<file path="src/rtl/counter_ctrl_pkg.sv">
// Shared types and constants for the BCD sweep sequencer.
// PAUSED exists only when SWEEP_PAUSE_EN is defined.
package counter_ctrl_pkg;

  localparam int CNT_W = 16;

  typedef enum logic [2:0] {
    S_IDLE     = 3'd0,
    S_UP       = 3'd1,
    S_DWELL_HI = 3'd2,
    S_DOWN     = 3'd3,
    S_DWELL_LO = 3'd4,
    S_DONE     = 3'd5
`ifdef SWEEP_PAUSE_EN
    ,S_PAUSED  = 3'd6
`endif
  } state_t;

  localparam logic [1:0] SPEED0 = 2'd0;
  localparam logic [1:0] SPEED1 = 2'd1;
  localparam logic [1:0] SPEED2 = 2'd2;

  localparam logic [3:0] GLYPH_UP   = 4'd10;
  localparam logic [3:0] GLYPH_DOWN = 4'd11;

  localparam logic [7:0] BCD_MAX = 8'h99;

  function automatic logic [3:0] clamp_bcd(
    input logic [3:0] d
  );
    return (d > BCD_MAX[3:0]) ? BCD_MAX[3:0] : d;
  endfunction

endpackage

</file>
<file path="src/rtl/sweep_ctrl_if.sv">
// Control/status bundle between the sweep sequencer
// and the button logic plus BCD datapath.
interface sweep_ctrl_if;
  logic       start_p;
  logic       stop_p;
  logic       pause_p;
  logic [1:0] speed;
  logic [3:0] target1;
  logic [3:0] target0;
  logic [3:0] reps;
  logic [3:0] val1;
  logic [3:0] val0;
  logic       inc_p;
  logic       dec_p;
  logic       busy;
  logic       done;
  logic [3:0] dir_code;
  logic [3:0] rep_left;

  modport master (
    output start_p, stop_p, pause_p, speed,
    output target1, target0, reps, val1, val0,
    input  inc_p, dec_p, busy, done,
    input  dir_code, rep_left
  );

  modport slave (
    input  start_p, stop_p, pause_p, speed,
    input  target1, target0, reps, val1, val0,
    output inc_p, dec_p, busy, done,
    output dir_code, rep_left
  );
endinterface

</file>
<file path="src/rtl/sweep_ctrl_step_timer.sv">
// Divider with clear/freeze; ticks once the count reaches
// i_lim, so a lowered limit fires on the next edge.
module step_timer
  import counter_ctrl_pkg::*;
(
  input  logic             clk_p,
  input  logic             rst,
  input  logic             i_clr,
  input  logic             i_frz,
  input  logic [CNT_W-1:0] i_lim,
  output logic             o_tick
);
  logic [CNT_W-1:0] r_cnt;

  assign o_tick = !i_frz && (r_cnt >= i_lim);

  always_ff @(posedge clk_p or posedge rst) begin
    if (rst) begin
      r_cnt <= '0;
    end else if (i_clr || o_tick) begin
      r_cnt <= '0;
    end else if (!i_frz) begin
      r_cnt <= r_cnt + 1'b1;
    end
  end
endmodule

</file>
<file path="src/rtl/sweep_ctrl.sv">
// Up/down sweep sequencer issuing BCD step strobes.
// Optional pause/resume via SWEEP_PAUSE_EN.
module sweep_ctrl
  import counter_ctrl_pkg::*;
#(
  parameter int STEP_DIV0 = 5000,
  parameter int STEP_DIV1 = 2500,
  parameter int STEP_DIV2 = 1250,
  parameter int DWELL     = 5000
) (
  input  logic        clk_p,
  input  logic        rst,
  sweep_ctrl_if.slave bus
);
  state_t           r_st;
  state_t           w_nxt;
  logic [7:0]       r_tgt;
  logic [7:0]       w_tgt_in;
  logic [7:0]       w_val;
  logic [3:0]       r_rep;
  logic [3:0]       w_rep;
  logic             r_inc;
  logic             r_dec;
  logic             w_inc;
  logic             w_dec;
  logic             w_ld;
  logic             w_stick;
  logic             w_dtick;
  logic             w_sclr;
  logic             w_dclr;
  logic             w_hold;
  logic             w_frz;
  logic             w_dn;
  logic [CNT_W-1:0] w_slim;
  logic [CNT_W-1:0] w_dlim;

  assign w_val    = {bus.val1, bus.val0};
  assign w_tgt_in = {clamp_bcd(bus.target1),
                     clamp_bcd(bus.target0)};
  assign w_ld     = (r_st == S_IDLE) && bus.start_p
                    && !bus.stop_p;
  assign w_dlim   = CNT_W'(DWELL - 1);

`ifdef SWEEP_PAUSE_EN
  state_t r_sav;
  logic   w_pause;

  assign w_hold  = (r_st == S_PAUSED);
  assign w_pause = bus.pause_p &&
                   (r_st == S_UP || r_st == S_DOWN ||
                    r_st == S_DWELL_HI ||
                    r_st == S_DWELL_LO);
  // Freezing on the pause cycle keeps a coincident tick pending.
  assign w_frz   = w_hold || w_pause;

  always_ff @(posedge clk_p or posedge rst) begin
    if (rst) begin
      r_sav <= S_IDLE;
    end else if (w_nxt == S_PAUSED && !w_hold) begin
      r_sav <= r_st;
    end
  end
`else
  logic w_unused;
  assign w_unused = bus.pause_p;
  assign w_hold   = 1'b0;
  assign w_frz    = 1'b0;
`endif

  always_comb begin
    w_slim = CNT_W'(STEP_DIV2 - 1);
    unique case (1'b1)
      bus.speed == SPEED0: w_slim = CNT_W'(STEP_DIV0 - 1);
      bus.speed == SPEED1: w_slim = CNT_W'(STEP_DIV1 - 1);
      default:             w_slim = CNT_W'(STEP_DIV2 - 1);
    endcase
  end

  assign w_sclr = !(r_st == S_UP || r_st == S_DOWN
                    || w_hold);
  assign w_dclr = !(r_st == S_DWELL_HI ||
                    r_st == S_DWELL_LO || w_hold);

  step_timer u_step (
    .clk_p  (clk_p),
    .rst    (rst),
    .i_clr  (w_sclr),
    .i_frz  (w_frz),
    .i_lim  (w_slim),
    .o_tick (w_stick)
  );

  step_timer u_dwell (
    .clk_p  (clk_p),
    .rst    (rst),
    .i_clr  (w_dclr),
    .i_frz  (w_frz),
    .i_lim  (w_dlim),
    .o_tick (w_dtick)
  );

  always_ff @(posedge clk_p or posedge rst) begin
    if (rst) begin
      r_st  <= S_IDLE;
      r_tgt <= '0;
      r_rep <= '0;
      r_inc <= 1'b0;
      r_dec <= 1'b0;
    end else begin
      r_st  <= w_nxt;
      r_rep <= w_rep;
      r_inc <= w_inc;
      r_dec <= w_dec;
      if (w_ld) r_tgt <= w_tgt_in;
    end
  end

  always_comb begin
    w_nxt = r_st;
    w_rep = r_rep;
    w_inc = 1'b0;
    w_dec = 1'b0;
    unique case (r_st)
      S_IDLE: begin
        if (bus.start_p) begin
          if (w_tgt_in == 8'h00) begin
            w_nxt = S_DONE;
            w_rep = '0;
          end else begin
            w_nxt = S_UP;
            w_rep = bus.reps;
          end
        end
      end
      S_UP: begin
        if (w_stick) begin
          if (w_val >= r_tgt) w_nxt = S_DWELL_HI;
          else                w_inc = 1'b1;
        end
      end
      S_DWELL_HI: begin
        if (w_dtick) w_nxt = S_DOWN;
      end
      S_DOWN: begin
        if (w_stick) begin
          if (w_val == 8'h00) w_nxt = S_DWELL_LO;
          else                w_dec = 1'b1;
        end
      end
      S_DWELL_LO: begin
        if (w_dtick) begin
          // rep_left of 0 means run forever
          if (r_rep == 4'd0) begin
            w_nxt = S_UP;
          end else if (r_rep == 4'd1) begin
            w_nxt = S_DONE;
            w_rep = '0;
          end else begin
            w_nxt = S_UP;
            w_rep = r_rep - 4'd1;
          end
        end
      end
      S_DONE: begin
        w_nxt = S_IDLE;
        w_rep = '0;
      end
`ifdef SWEEP_PAUSE_EN
      S_PAUSED: begin
        if (bus.pause_p) w_nxt = r_sav;
      end
`endif
      default: w_nxt = S_IDLE;
    endcase
`ifdef SWEEP_PAUSE_EN
    if (w_pause) begin
      w_nxt = S_PAUSED;
      w_inc = 1'b0;
      w_dec = 1'b0;
    end
`endif
    if (bus.stop_p) begin
      w_nxt = S_IDLE;
      w_rep = r_rep;
      w_inc = 1'b0;
      w_dec = 1'b0;
    end
  end

  always_comb begin
    bus.busy = (r_st != S_IDLE);
    bus.done = (r_st == S_DONE);
    w_dn     = (r_st == S_DOWN) || (r_st == S_DWELL_HI);
`ifdef SWEEP_PAUSE_EN
    if (w_hold) begin
      w_dn = (r_sav == S_DOWN) || (r_sav == S_DWELL_HI);
    end
`endif
    bus.dir_code = w_dn ? GLYPH_DOWN : GLYPH_UP;
  end

  assign bus.inc_p    = r_inc;
  assign bus.dec_p    = r_dec;
  assign bus.rep_left = r_rep;
endmodule
</file>
<file path="src/flat_wrapper.sv">
// flat-port wrapper written by rule: the top's interface ports become plain ports
module sweep_ctrl_flat import counter_ctrl_pkg::*;
#(
  parameter int STEP_DIV0 = 5000,
  parameter int STEP_DIV1 = 2500,
  parameter int STEP_DIV2 = 1250,
  parameter int DWELL     = 5000
)
  (clk_p, rst, bus_start_p, bus_stop_p, bus_pause_p, bus_speed, bus_target1, bus_target0, bus_reps, bus_val1, bus_val0, bus_inc_p, bus_dec_p, bus_busy, bus_done, bus_dir_code, bus_rep_left);
  sweep_ctrl_if bus_i ();
  input  logic clk_p;
  input  logic rst;
  input wire logic [$bits(bus_i.start_p)-1:0] bus_start_p;
  input wire logic [$bits(bus_i.stop_p)-1:0] bus_stop_p;
  input wire logic [$bits(bus_i.pause_p)-1:0] bus_pause_p;
  input wire logic [$bits(bus_i.speed)-1:0] bus_speed;
  input wire logic [$bits(bus_i.target1)-1:0] bus_target1;
  input wire logic [$bits(bus_i.target0)-1:0] bus_target0;
  input wire logic [$bits(bus_i.reps)-1:0] bus_reps;
  input wire logic [$bits(bus_i.val1)-1:0] bus_val1;
  input wire logic [$bits(bus_i.val0)-1:0] bus_val0;
  output wire logic [$bits(bus_i.inc_p)-1:0] bus_inc_p;
  output wire logic [$bits(bus_i.dec_p)-1:0] bus_dec_p;
  output wire logic [$bits(bus_i.busy)-1:0] bus_busy;
  output wire logic [$bits(bus_i.done)-1:0] bus_done;
  output wire logic [$bits(bus_i.dir_code)-1:0] bus_dir_code;
  output wire logic [$bits(bus_i.rep_left)-1:0] bus_rep_left;
  assign bus_i.start_p = bus_start_p;
  assign bus_i.stop_p = bus_stop_p;
  assign bus_i.pause_p = bus_pause_p;
  assign bus_i.speed = bus_speed;
  assign bus_i.target1 = bus_target1;
  assign bus_i.target0 = bus_target0;
  assign bus_i.reps = bus_reps;
  assign bus_i.val1 = bus_val1;
  assign bus_i.val0 = bus_val0;
  assign bus_inc_p = bus_i.inc_p;
  assign bus_dec_p = bus_i.dec_p;
  assign bus_busy = bus_i.busy;
  assign bus_done = bus_i.done;
  assign bus_dir_code = bus_i.dir_code;
  assign bus_rep_left = bus_i.rep_left;
  sweep_ctrl #(.STEP_DIV0(STEP_DIV0), .STEP_DIV1(STEP_DIV1), .STEP_DIV2(STEP_DIV2), .DWELL(DWELL)) u_core (.clk_p(clk_p), .rst(rst), .bus(bus_i));
endmodule
</file>
<file path="config.mk">
export PLATFORM = sky130hd
export DESIGN_NAME = sweep_ctrl_flat
export DESIGN_NICKNAME = d
export VERILOG_FILES = /design/src/rtl/counter_ctrl_pkg.sv /design/src/rtl/sweep_ctrl_if.sv /design/src/rtl/sweep_ctrl_step_timer.sv /design/src/rtl/sweep_ctrl.sv /design/src/flat_wrapper.sv
export SDC_FILE = /design/constraint.sdc
export NUM_CORES = 1
export LEC_CHECK = 0
export CAP_MARGIN = 20
export CORE_ASPECT_RATIO = 1.5
export CORE_MARGIN = 2
export CORE_UTILIZATION = 55
export DETAILED_ROUTE_END_ITERATION = 12
export DONT_BUFFER_PORTS = 1
export PLACE_DENSITY_LB_ADDON = 0.3
export SLEW_MARGIN = 30
export SYNTH_ARGS = -nofsm -noshare
export SYNTH_HDL_FRONTEND = slang
export SYNTH_SLANG_ARGS = --single-unit
</file>
<file path="constraint.sdc">
create_clock -name clk_p -period 2.9 [get_ports clk_p]
set_clock_uncertainty 0.05 [all_clocks]
set_input_delay 0.435 -clock clk_p [delete_from_list [all_inputs] [get_ports clk_p]]
set_output_delay 0.435 -clock clk_p [all_outputs]
set_load 0.005 [all_outputs]
</file>
Word level (Yosys, flattened, before mapping):

Index checks and enable logic that the tools add are counted.

* $add $sub $neg: 3
* order comparisons: 5
* equal/unequal tests: 17
* mux-type cells: 32
* bitwise logic cells: 1
* reduce and logical (&&, ||, !) cells: 19

Operator list (number)
* 3-bit 2-to-1 mux: 11
* 16-bit by 1-bit adder with 16-bit output, second input constant: 2
* 16-bit 2-to-1 mux: 2
* 4-bit 2-to-1 mux: 7
* 13-bit one-hot mux with 2 select lines: 1
* 3-bit inequality test, second input constant: 7
* 16-bit by 13-bit >= comparator with 1-bit output, second input constant: 1
* 16-bit >= comparator: 1
* 8-bit zero test: 2
* 3-bit one-hot mux with 5 select lines: 1
* 4-bit one-hot mux with 3 select lines: 1
* 1-bit 2-to-1 mux: 9
* 8-bit >= comparator: 1
* 4-bit > comparator, second input constant: 2
* 7-bit AND reduction: 1
* 3-bit by 2-bit == test with 1-bit output, second input constant: 2
* 3-bit == test, second input constant: 2
* 2-bit inequality test, second input constant: 3
* 3-bit nonzero test: 2
* 1-bit logical OR: 5
* 5-bit AND reduction: 1
* 4-bit by 1-bit == test with 1-bit output, second input constant: 1
* 4-bit zero test: 1
* 4-bit by 1-bit subtractor with 4-bit output, second input constant: 1
* other kinds (7): 10

* flip-flop bits (word level): 49
* input port bits: 27
* output and inout port bits: 12
* logic and storage cells: 84

Longest topological paths before layout:

* word-level depth: 7
* gate-level depth with buffers: 10
* mapped depth without buffers: 9

Hierarchy:

Synthesis repeated with hierarchy kept, for this count alone.

* cells, all modules: 426
* area, all modules: 3749.8 µm²

Modules (own cells, without submodules)
* sweep_ctrl: instances 1, cells an instance 154, area each 1333.8 µm², seq. area each 425.4 µm²
* step_timer (u_core.u_step): instances 1, cells an instance 135, area each 1212.4 µm², seq. area each 400.4 µm²
* step_timer (u_core.u_dwell): instances 1, cells an instance 137, area each 1203.7 µm², seq. area each 400.4 µm²

Worst setup path before layout:

Ideal clock, no wire load.

* path kind: input port to flip-flop
* start: in bus_speed[1]
* end: reg u_core.u_step.r_cnt[13]
* setup time: 0.071 ns
* data arrival time: 2.158 ns
* data required time: 2.779 ns
* path slack: 0.621 ns
* stages: 10
* path buffers: 1
* cells stage by stage: nor2_1 > inv_1 > ha_1 > or4_1 > a211oi_1 > a211o_1 > and3_4 > nand3_4 > buf_6 > nor2_1

* word-level cells in the longest chain between the ends: 5
* elaborated cells between the ends (all ways): 6
* those cells by class: order compare: 1; eq/ne: 1; mux: 2; reduce/logical: 2

Ends and longest elaborated chain
* start: declaration: RTL line flat_wrapper.sv:16 `input wire logic [$bits(bus_i.speed)-1:0] bus_speed;`
* 2-bit by 1-bit == test with 1-bit output or 2-bit zero test (tied branches): RTL line sweep_ctrl.sv:74, sweep_ctrl.sv:73
* 13-bit one-hot mux with 2 select lines *: RTL line sweep_ctrl.sv:72 `unique case (1'b1)`
* 16-bit >= comparator *: RTL line sweep_ctrl_step_timer.sv:15 `assign o_tick = !i_frz && (r_cnt >= i_lim);`
* 1-bit logical OR *: RTL line sweep_ctrl_step_timer.sv:20 `end else if (i_clr || o_tick) begin`
* 16-bit 2-to-1 mux *: RTL line sweep_ctrl_step_timer.sv:20
* end signal: assignment: RTL line sweep_ctrl_step_timer.sv:23 `r_cnt <= r_cnt + 1'b1;`
* end: declaration: RTL line sweep_ctrl_step_timer.sv:13 `logic [CNT_W-1:0] r_cnt;`

Every way passes the cells marked *; elsewhere a longest branch is shown, timed or not.
A chain may end at the register's enable or synchronous reset.

Worst setup path in the final report:

* start: reg u_core.r_tgt[6]
* end: reg u_core.r_st[0]

* word-level cells in the longest chain between the ends: 3

Ends and longest elaborated chain
* start: declaration: RTL line sweep_ctrl.sv:17 `logic [7:0] r_tgt;`
* start signal: assignment: RTL line sweep_ctrl.sv:114 `if (w_ld) r_tgt <= w_tgt_in;`
* 8-bit >= comparator: RTL line sweep_ctrl.sv:137 `if (w_val >= r_tgt) w_nxt = S_DWELL_HI;`
* 3-bit inequality test (no source line)
* 7-bit AND reduction (no source line)
* end signal: assignment: RTL line sweep_ctrl.sv:110 `r_st <= w_nxt;`
* end: declaration: RTL line sweep_ctrl.sv:15 `state_t r_st;`

No other way between the ends.

==> results.py <==
metrics = {
    "finish": {
        "final_common_cell": "dfrtp_1",
        "area_growth_pct": 4.89,
        "layout-drive-gt1-share_pct": 6.98,
        "antenna_cells": 0,
        "mostFrequentLayoutCells": "49 x dfrtp_1, 38 x nor2_1, 23 x nand2_1, 22 x inv_1, 19 x ha_1",
        "fin_area_um2": 2920,
        "fin_nets": 346,
    },
    "floorplanning": {
        "row_count": 31,
        "boundaryPins": 39,
        "core_um2": 4850,
        "die_h_um": 91.2,
        "die_w_um": 62.1,
        "initial_utilization_pct": 57.5,
        "dieArea_um2": 5670,
    },
    "grt": {
        "grt_max_degree": 50,
        "grt_pass1_vias": 2088,
        "antenna_found_initial": 0,
        "grt_usage_pct": 20.0,
        "overflow": 0,
        "grt_pass1_wl_mm": 9.05,
    },
    "sta": {
        "fin_crit_ns": 2.26,
        "holdWs_ns": 0.00726,
        "worst_slew_pin_slew_ns": 0.581,
        "grt_setup_unrepaired": "false",
        "fin_crit_sh_pct": 77.9,
        "hold_violations": 0,
        "fmax_mhz": 443,
        "setup_violations": 0,
        "relSlewSlack_pct": 60.3,
        "finalSetupTns_ns": 0,
        "drv_slew": 0,
    },
    "synthesis": {
        "synth_warnings": 0,
        "synth-async-reset-ratio_pct": 100,
        "synth-seq-area-share_pct": 44.0,
        "avgSynthCellArea_um2": 9.39,
        "ys_ff_latch": 49,
        "syn_inst": 297,
        "ys_types": 50,
        "synthesis.area_um2": 2790,
        "synth_edf_count": 0,
        "synthFlopType": "dfrtp_1",
    },
    "detailed_routing": {
        "routed_wl_mm": 5.07,
        "drc": 0,
        "vias_per_cell": 5.54,
        "post_drt_wl_per_cell_um": 13.8,
        "antenna_left": 0,
        "drtIter0Drc": 105,
        "detail_route.first_pass.iterations": 4,
        "via_count": 2034,
    },
    "clock_network": {
        "cts_resized": 0,
        "cts_tree": "yes",
        "clk_pin_slew_ns": 0.09,
        "cts_hold_buf": 0,
        "cts_setup_buffers": 0,
        "numCtsBuffers": 5,
        "numClockSinks": 49,
        "insertion_delay_ns": 0.31,
        "cts.path.max_buffers": 2,
        "htree_levels": 2,
        "cts-root-buf": "clkbuf_8",
    },
    "setup_path": {
        "critical_path_class": "reg -> reg",
        "crit_start": "u_core.r_tgt[6]",
        "slowest_delay_ns": 0.56,
        "end_kind": "flop",
        "cp-start-kind": "flop",
        "path_cells": "inv_1 -> ha_1 -> a21o_1 -> a2111oi_0 -> a31oi_1 -> and2_4 -> a22o_1",
        "slowest_stage": "a2111oi_0",
        "worstPathArrival_ns": 2.42,
        "cp_max_fo": 4,
        "rr_startpoint": "u_core.r_tgt[6]",
        "critPathRequiredTime_ns": 3.06,
        "r2r_cells": 7,
    },
    "power_and_ir_drop": {
        "powerDensity_nw_per_um2": 621,
        "leakage_nw": 1.34,
        "p_total_w": 0.00182,
        "irDropWorstVdd_mv": 0.427,
    },
    "job": {
        "maxCapViolCount": 0,
    },
    "min_path": {
        "holdCritPathClass": "in -> async",
    },
    "placed_design": {
        "hpwl_mm": 3.79,
        "placed_area_um2": 2840,
        "gp_congestion": 0.857,
        "port_buffers": 0,
    },
    "outcome": {
        "status": "finished, final reports clean",
    },
}
[final timing paths]
check | slack [ns] | endpoint
max reg2reg | 0.64 | u_core.r_st[0]
max in group asynchronous | 2.37 | u_core.r_tgt[1]
min | 0.007 | u_core.u_dwell.r_cnt[3]
min in group clk_p | 0.21 | u_core.r_tgt[2]
max | 0.64 | u_core.r_st[0]
min reg2reg | 0.44 | u_core.r_tgt[4]
[cells by family after synthesis]
group,after synthesis,synth area share (%)
muxes,2,0.808
buffers and inverters,34,5.48
AOI/OAI and AO/OA,51,12.4
adders and majority gates,20,8.89
DFF,49,44.0
xor gates and xnor gates,21,6.60
other,2,0.269
and+or+nand+nor,118,21.5
[worst max-delay path, delay by kind of cell, from the launching register on]
family          cells  cell delay, ns
compound gates      4            1.20
fa+ha+maj           1            0.28
buf+inv             1            0.04
flops               1            0.35
simple gates        1            0.24
[synthesized netlist by cell type (5+ instances only)]
| cell | instances | share of area, % |
|---|---|---|
| inv_1 | 23 | 3.1 |
| nor2_1 | 38 | 5.1 |
| and3_1 | 9 | 2.0 |
| nand2b_1 | 5 | 1.1 |
| dfrtp_1 | 49 | 44 |
| ha_1 | 19 | 8.5 |
| xor2_1 | 14 | 4.4 |
| nand2_1 | 23 | 3.1 |
| o21ai_0 | 14 | 2.5 |
| xnor2_1 | 7 | 2.2 |
| a21oi_1 | 7 | 1.3 |
| nand3_1 | 14 | 2.5 |
[layer usage]
layer	GRT usage, %	vias to the layer above	share of wire, %
met3	5.95	4	5.0
met2	35.6	36	52
met1	22.4	968	41
li1	-	1026	-
met5	0	-	0
met4	7.59	0	1.5
[cell type report]
type                    count  area, um2
clock buffers               6       72.6
clock inverters             2       15.0
fillers                   438       1920
inverters                  23       88.8
multi-input cells         220       1430
flip-flops and latches     49       1230
well taps                  66       82.6
repair buffers              1       7.51
[power by group]
part / switching, W / total, W / internal [W]
clock network: 0.000234 / 0.000404 / 0.000170
registers: 0.000114 / 0.000902 / 0.000788
logic: 0.000288 / 0.000509 / 0.000221
total: 0.000636 / 0.00182 / 0.00118
[flip-flops by register name (all words and copies together), names as in the netlist]
register,cells
u_core.bus.dec_p,1
u_core.bus.inc_p,1
u_core.bus.rep_left,4
u_core.r_st,3
u_core.r_tgt,8
u_core.u_dwell.r_cnt,16
u_core.u_step.r_cnt,16
[stage by stage]
step,setup WS [ns],instances,utilization [%]
CTS,0.632,367,60.3
global route,0.408,367,60.3
finish,0.640,367,60.3
detailed placement,0.458,359,58.5
floorplan,0.621,303,-
global placement,0.482,359,58.5
No activity file was read; power rests on OpenSTA's default activity.
